### src/rtl/icb_add_master.sv
// ICB initiator for the memory-mapped adder: writes both operands, enables
// the adder, waits a settle period, then reads SUM and OFSIGN and disables it.
module icb_add_master #(
  parameter logic [31:0] BASE_ADDR  = 32'h1004_2000,
  parameter int unsigned SETTLE_CYC = 2,
  parameter int unsigned TIMEOUT    = 64
) (
  input  logic        clk,
  input  logic        rst_n,
  input  logic        req_valid,
  output logic        req_ready,
  input  logic [31:0] req_augend,
  input  logic [31:0] req_addend,
  output logic        res_valid,
  input  logic        res_ready,
  output logic [31:0] res_sum,
  output logic        res_ovf,
  output logic        res_err,
  output logic        icb_cmd_valid,
  input  logic        icb_cmd_ready,
  output logic        icb_cmd_read,
  output logic [31:0] icb_cmd_addr,
  output logic [31:0] icb_cmd_wdata,
  output logic [3:0]  icb_cmd_wmask,
  input  logic        icb_rsp_valid,
  output logic        icb_rsp_ready,
  input  logic [31:0] icb_rsp_rdata,
  input  logic        icb_rsp_err
);

  localparam int unsigned TMO_W = $clog2(TIMEOUT + 1);
  localparam int unsigned SET_W = $clog2(SETTLE_CYC + 1);
  localparam logic [TMO_W-1:0] TMO_LAST = TMO_W'(TIMEOUT - 1);
  localparam logic [SET_W-1:0] SET_LAST = SET_W'(SETTLE_CYC - 1);

  typedef enum logic [2:0] {S_IDLE, S_CMD, S_RSP, S_SETTLE, S_DONE} state_e;

  typedef struct packed {
    logic        rd;
    logic [31:0] addr;
    logic [31:0] wdata;
    logic [3:0]  wmask;
  } cmd_t;

  // Command fields for one step of the register sequence
  function automatic cmd_t step_cmd(input logic [2:0] step, input logic [31:0] aug,
                                    input logic [31:0] add);
    cmd_t c;
    c.rd    = 1'b0;
    c.addr  = BASE_ADDR;
    c.wdata = '0;
    c.wmask = 4'hF;
    case (step)
      3'd0: c.wdata = aug;
      3'd1: begin c.addr = BASE_ADDR + 32'h04; c.wdata = add;   end
      3'd2: begin c.addr = BASE_ADDR + 32'h08; c.wdata = 32'd1; end
      3'd3: begin c.addr = BASE_ADDR + 32'h0C; c.rd = 1'b1; c.wmask = '0; end
      3'd4: begin c.addr = BASE_ADDR + 32'h10; c.rd = 1'b1; c.wmask = '0; end
      default: c.addr = BASE_ADDR + 32'h08;
    endcase
    return c;
  endfunction

  state_e           state_q, state_d;
  logic [2:0]       step_q, step_d;
  logic [31:0]      aug_q, aug_d;
  logic [31:0]      add_q, add_d;
  cmd_t             cmd_q, cmd_d;
  logic [TMO_W-1:0] tmo_q, tmo_d;
  logic [SET_W-1:0] set_q, set_d;
  logic             err_q, err_d;
  logic [31:0]      sum_q, sum_d;
  logic             ovf_q, ovf_d;

  // State and datapath registers
  always_ff @(posedge clk or negedge rst_n) begin
    if (!rst_n) begin
      state_q <= S_IDLE;
      step_q  <= '0;
      aug_q   <= '0;
      add_q   <= '0;
      cmd_q   <= '0;
      tmo_q   <= '0;
      set_q   <= '0;
      err_q   <= 1'b0;
      sum_q   <= '0;
      ovf_q   <= 1'b0;
    end else begin
      state_q <= state_d;
      step_q  <= step_d;
      aug_q   <= aug_d;
      add_q   <= add_d;
      cmd_q   <= cmd_d;
      tmo_q   <= tmo_d;
      set_q   <= set_d;
      err_q   <= err_d;
      sum_q   <= sum_d;
      ovf_q   <= ovf_d;
    end
  end

  // Sequencer: next state, step advance, error routing and result capture
  always_comb begin
    state_d = state_q;
    step_d  = step_q;
    aug_d   = aug_q;
    add_d   = add_q;
    cmd_d   = cmd_q;
    tmo_d   = tmo_q;
    set_d   = set_q;
    err_d   = err_q;
    sum_d   = sum_q;
    ovf_d   = ovf_q;
    case (state_q)
      S_IDLE: begin
        if (req_valid) begin
          aug_d   = req_augend;
          add_d   = req_addend;
          step_d  = '0;
          err_d   = 1'b0;
          sum_d   = '0;
          ovf_d   = 1'b0;
          cmd_d   = step_cmd(3'd0, req_augend, req_addend);
          state_d = S_CMD;
        end
      end
      S_CMD: begin
        if (icb_cmd_ready) begin
          tmo_d   = '0;
          state_d = S_RSP;
        end
      end
      S_RSP: begin
        if (icb_rsp_valid) begin
          if (icb_rsp_err) begin
            err_d = 1'b1;
            if (step_q <= 3'd1 || step_q == 3'd5) begin
              state_d = S_DONE;
            end else begin
              // adder may already be enabled: still issue the CTRL=0 write
              step_d  = 3'd5;
              cmd_d   = step_cmd(3'd5, aug_q, add_q);
              state_d = S_CMD;
            end
          end else begin
            if (step_q == 3'd3) sum_d = icb_rsp_rdata;
            if (step_q == 3'd4) ovf_d = icb_rsp_rdata[0];
            if (step_q == 3'd2) begin
              set_d   = '0;
              state_d = S_SETTLE;
            end else if (step_q == 3'd5) begin
              state_d = S_DONE;
            end else begin
              step_d  = step_q + 3'd1;
              cmd_d   = step_cmd(step_q + 3'd1, aug_q, add_q);
              state_d = S_CMD;
            end
          end
        end else if (tmo_q == TMO_LAST) begin
          err_d   = 1'b1;
          state_d = S_DONE;
        end else begin
          tmo_d = tmo_q + 1'b1;
        end
      end
      S_SETTLE: begin
        if (set_q == SET_LAST) begin
          step_d  = 3'd3;
          cmd_d   = step_cmd(3'd3, aug_q, add_q);
          state_d = S_CMD;
        end else begin
          set_d = set_q + 1'b1;
        end
      end
      S_DONE: begin
        if (res_ready) begin
          err_d   = 1'b0;
          state_d = S_IDLE;
        end
      end
      default: state_d = S_IDLE;
    endcase
  end

  assign req_ready     = (state_q == S_IDLE);
  assign icb_cmd_valid = (state_q == S_CMD);
  assign icb_rsp_ready = (state_q == S_RSP);
  assign res_valid     = (state_q == S_DONE);
  assign res_err       = err_q && (state_q == S_DONE);
  assign res_sum       = err_q ? '0 : sum_q;
  assign res_ovf       = err_q ? 1'b0 : ovf_q;
  assign icb_cmd_read  = cmd_q.rd;
  assign icb_cmd_addr  = cmd_q.addr;
  assign icb_cmd_wdata = cmd_q.wdata;
  assign icb_cmd_wmask = cmd_q.wmask;

endmodule

### config.mk
export PLATFORM = sky130hd
export DESIGN_NAME = icb_add_master
export DESIGN_NICKNAME = d
export VERILOG_FILES = /design/src/rtl/icb_add_master.sv
export SDC_FILE = /design/constraint.sdc
export NUM_CORES = 1
export LEC_CHECK = 0
export ABC_AREA = 1
export BUFFER_PORTS_ARGS = -buffer_cell sky130_fd_sc_hd__buf_2
export CORE_AREA = 4 4 139 141
export CTS_CLUSTER_SIZE = 10
export DETAILED_ROUTE_END_ITERATION = 7
export DIE_AREA = 0 0 143 145
export HOLD_SLACK_MARGIN = 0.08
export PLACE_DENSITY = 0.69
export SYNTH_ARGS = -nofsm -noshare
export SYNTH_HDL_FRONTEND = slang
export SYNTH_SLANG_ARGS = --single-unit
### constraint.sdc
create_clock -name clk -period 2.75 [get_ports clk]
set_clock_uncertainty 0.2 [all_clocks]
set_input_delay 0.1375 -clock clk [delete_from_list [all_inputs] [get_ports clk]]
set_output_delay 0.1375 -clock clk [all_outputs]
set_load 0.01 [all_outputs]
==> impl.org <==
** Final layout
- Share of layout cells above drive strength 1 :: between 10% and 20%
- Synthesis-to-finish area growth :: 34.10%
- Fill cell total of the finished layout :: about 1,600
- Count of nets after finishing :: 1,457
- The number of antenna diodes in the final layout is 0.
- After routing the design area is around 11,000 sq um.

** Floorplan
- Placeable core region :: between 15,000 and 20,000 sq um
- Standard-cell rows :: 49
- From bottom edge to top edge, the die measures ~150 um.
- Initial core utilization :: approximately 44%
- The die covers just over 20,000 sq um.
- In this run the count of I/O pins placed on the die edge is 210.
- Width of the die :: approximately 140 um

** Setup path
- Slowest cell on crit path :: sky130_fd_sc_hd__nor2_2
- Traced cell by cell, the critical path runs through inv_1 > ha_1 > nand2_1 > nand2_1 > clkinv_1 > nor2_1 > nor2_2 > nand3_1 > nand2_1.
- Capturing point of the worst reg2reg path :: icb_cmd_wmask[2]$_DFFE_PN0P_
- The worst register-to-register path begins at step_q[0]$_DFFE_PN0P_.
- Worst reg-to-reg setup slack :: ~250 ps
- The worst setup path is captured at a flop.
- Critical Path Fanout Max :: 20
- Worst setup SP type :: flop
- Counting cells, the worst reg-to-reg path comes to 9.
- Most common cell on crit path :: sky130_fd_sc_hd__nand2_1
- The setup path with the least slack is of type flop to flop.
- Peak per-stage delay on the critical path :: ~850 ps
- Data on the critical path is required at its endpoint by ~2900 ps.
- Worst setup path startpoint :: step_q[0]$_DFFE_PN0P_
- STA puts the critical path data arrival time at around 2700 ps.

** Global route
- The first global-routing pass estimated 38.36 mm of wire.
- Total GRT Usage :: 22.43%
- After global routing the overflow that remains totals 0.
- Pin count of the biggest net entering global routing :: between 90 and 100
- Number of global-route vias before repair :: between 7,000 and 8,000
- The initial antenna violation count was 0.

** Clock tree
- Clock insertion delay at the later pin of the skew report :: between 400 and 500 ps
- Clock-pin slew reported for the worst setup and hold paths after clock tree synthesis :: roughly 60 ps
- Total CTS buffers :: 17
- The H-tree was split into 4 levels.
- Once the clock tree was built, the setup fixing pass inserted 0 buffers.
- The tree is rooted in a sky130_fd_sc_hd__clkbuf_16.
- The tree built by TritonCTS fans out to ~150 sinks.
- TritonCTS built the clock tree.
- Buffer levels on the longest clock path :: 2

** Power
- IR Drop Worst-Case VDD :: between 0.9 and 1 mV
- Power comes to roughly 0.012 W.
- Power spread over the standard cell area amounts to about 1100 nW/um^2.
- For this design the static power due to leakage is slightly below 6 nW.

** Synth
- The share of synthesized area in the top cell type comes to a little under half.
- For this run, the number of Yosys warnings is 0.
- Summed over all instances, the cell type with the most area after synthesis is sky130_fd_sc_hd__dfrtp_1.
- The average instance in the mapped netlist occupies ~7.3 sq um.
- The synthesized netlist contains 28 unique library cells.
- The cell area that synthesis handed to floorplanning was approximately 8000 sq um.
- The synthesized design contains around 150 register bits.
- Counting every instance in the synthesized netlist gives 1,096.
- Sequential elements use 47.44% of the synthesized area.
- Yosys attributes the largest share of cell area to sky130_fd_sc_hd__dfrtp_1, sky130_fd_sc_hd__nand2_1, sky130_fd_sc_hd__nand3_1.

** Detailed routing
- DR vias/cell :: 5.018
- Routed length per instance :: 14.75 um
- Once detail routing completed, the nets flagged for antenna violations numbered 0.
- Detailed-route via count :: 7,964
- The first detailed-routing pass ran for 5 iterations.
- In this run, the number of DRC markers left after iteration 0 of detailed routing was between 600 and 700.
- Post-route DRC violation count :: 0
- Total detailed-routing wirelength :: 23.41 mm

** STA
- Final-layout worst hold slack :: about 120 ps
- Period minus WS final :: roughly 2500 ps
- Max Freq :: between 400 and 500 MHz
- Finish-stage setup viols :: 0
- Final total negative setup slack :: 0 ps
- Unrepaired setup endpoints after global routing :: false
- The number of hold violations in the final report was 0.
- The max-slew violation count was 0.
- Post-route fraction of the period consumed by the critical path :: 90.87%
- Headroom to the max-slew limit came out at about a quarter.
- Actual slew at the worst max-slew pin :: around 1100 ps

** Job
- The tool flagged a number of max-cap violations equal to 0.

** Worst hold path
- Worst min path class :: input pin to async pin

** Status
- The run finished with clean final reports.

** Placement
- At the end of routability-driven placement, the weighted congestion stood at between 0.8 and 0.9.
- Detailed placement finished with a half-perimeter wire length of 13.98 mm.
- IO buf count :: about 180
- Placed cell area :: between 8000 and 9000 sq um
## state kept, by name, indices dropped and copies added (netlist names)
signal / cells
add_q: 32
aug_q: 32
icb_cmd_wdata: 32
sum_q: 32
tmo_q: 7
icb_cmd_addr: 4
state_q: 3
step_q: 3
set_q: 2
err_q: 1
icb_cmd_read: 1
icb_cmd_wmask: 1
ovf_q: 1
## cells in the final DEF (no fill, tap or decap), types with 2 or more instances in the layout
master and count:
sky130_fd_sc_hd__a21boi_0 2, sky130_fd_sc_hd__a21oi_1 9, sky130_fd_sc_hd__buf_12 3, sky130_fd_sc_hd__buf_2 182, sky130_fd_sc_hd__buf_4 17, sky130_fd_sc_hd__bufinv_16 6
sky130_fd_sc_hd__clkbuf_1 2, sky130_fd_sc_hd__clkbuf_16 17, sky130_fd_sc_hd__clkbuf_8 3, sky130_fd_sc_hd__clkinv_4 3, sky130_fd_sc_hd__conb_1 26, sky130_fd_sc_hd__dfrtp_1 151
sky130_fd_sc_hd__dlygate4sd3_1 104, sky130_fd_sc_hd__ha_1 8, sky130_fd_sc_hd__inv_1 53, sky130_fd_sc_hd__inv_2 5, sky130_fd_sc_hd__nand2_1 431, sky130_fd_sc_hd__nand2_2 3
sky130_fd_sc_hd__nand3_1 215, sky130_fd_sc_hd__nand3b_1 2, sky130_fd_sc_hd__nand4_1 4, sky130_fd_sc_hd__nor2_1 53, sky130_fd_sc_hd__nor2_2 3, sky130_fd_sc_hd__nor2_4 3
sky130_fd_sc_hd__nor3_1 2, sky130_fd_sc_hd__o21ai_0 33, sky130_fd_sc_hd__o21ai_1 6, sky130_fd_sc_hd__o21bai_1 2
## metrics by stage
step	cells	setup slack, ps	util, %
global placement	1450	168.4	49.78
global route	1587	80.03	59.46
floorplan	1121	595.0	-
CTS	1586	97.15	59.41
finish	1587	250.9	59.46
detailed placement	1450	102.2	49.78
## what timing repair did
action | 4_1_cts | 5_1_grt
hold endpoints to repair | 295 | 0
resized for setup | 0 | 1
hold buffers | 104 | 0
endpoints found under the setup margin | 0 | 42
## cells by family after synthesis
| kind of cell | after synthesis | synth area share [%] |
|---|---|---|
| compound gates | 53 | 3.456 |
| xor+xnor | 2 | 0.2200 |
| fa+ha+maj | 9 | 1.414 |
| buf+inv | 162 | 9.645 |
| flops | 151 | 47.44 |
| other cells | 1 | 0.04708 |
| simple gates | 718 | 37.78 |
## how the worst max path moves through the flow
stage | cells past startpoint | slack (ps) | end
floorplan | 10 | 590 | icb_cmd_wdata[10]$_DFFE_PN0P_
global route | 9 | 80 | state_q[2]$_DFFE_PN0P_
detailed placement | 11 | 100 | icb_cmd_wdata[11]$_DFFE_PN0P_
CTS | 11 | 100 | icb_cmd_wdata[7]$_DFFE_PN0P_
global placement | 11 | 170 | icb_cmd_wdata[19]$_DFFE_PN0P_
finish | 9 | 250 | icb_cmd_wmask[2]$_DFFE_PN0P_
## routing by layer
metal	vias to the layer above	wire length (um)	share of wire (%)	GRT usage, %
met5	-	0	0	0
met4	0	299	1.3	6.369
met3	29	1777	7.6	4.278
met2	346	11280	48	36.37
met1	3672	10050	43	30.72
li1	3917	-	-	-
## cell type report
cell class / instances / area [sq um] / area share, %
inverters: 59 / 221.5 / 2.073
multi-input cells: 809 / 3555 / 33.28
flip-flops and latches: 151 / 3779 / 35.38
well taps: 229 / 286.5 / 2.682
clock inverters: 10 / 215.2 / 2.015
repair buffers: 307 / 2151 / 20.14
clock buffers: 22 / 474.2 / 4.439
## where the power goes
part	leakage [nW]	switching, W	total (W)	internal, W
registers	1.94	0.000611	0.00383	0.00322
logic	3.56	0.00369	0.00553	0.00184
clock network	0.335	0.000923	0.00271	0.00178
total	5.83	0.00522	0.0121	0.00684
## cells in the mapped netlist
master	count
sky130_fd_sc_hd__nor3_1	2
sky130_fd_sc_hd__inv_2	4
sky130_fd_sc_hd__nor2_2	4
sky130_fd_sc_hd__dfrtp_1	151
sky130_fd_sc_hd__o21ai_0	34
sky130_fd_sc_hd__buf_1	6
sky130_fd_sc_hd__nor3b_1	1
sky130_fd_sc_hd__o21bai_1	2
sky130_fd_sc_hd__xnor2_1	1
sky130_fd_sc_hd__xor2_1	1
sky130_fd_sc_hd__clkinv_1	1
sky130_fd_sc_hd__nand3_1	215
sky130_fd_sc_hd__nand3_2	1
sky130_fd_sc_hd__a21boi_0	2
sky130_fd_sc_hd__inv_1	54
sky130_fd_sc_hd__conb_1	1
sky130_fd_sc_hd__o21ai_1	6
sky130_fd_sc_hd__a21oi_1	9
sky130_fd_sc_hd__nand2_1	433
sky130_fd_sc_hd__nand3b_1	2
sky130_fd_sc_hd__or2_2	1
sky130_fd_sc_hd__nor2_1	54
sky130_fd_sc_hd__ha_1	9
sky130_fd_sc_hd__nand4_1	4
sky130_fd_sc_hd__nand2_2	1
sky130_fd_sc_hd__clkbuf_1	37
sky130_fd_sc_hd__buf_2	26
sky130_fd_sc_hd__buf_4	34
## worst max-delay path, delay by kind of cell (launching register included)
family                     cells  cell delay (ps)
adders and majority gates      1              220
buffers and inverters          2              160
DFF                            1              450
and+or+nand+nor                6             1410
No activity file was read; power rests on OpenSTA's default activity.
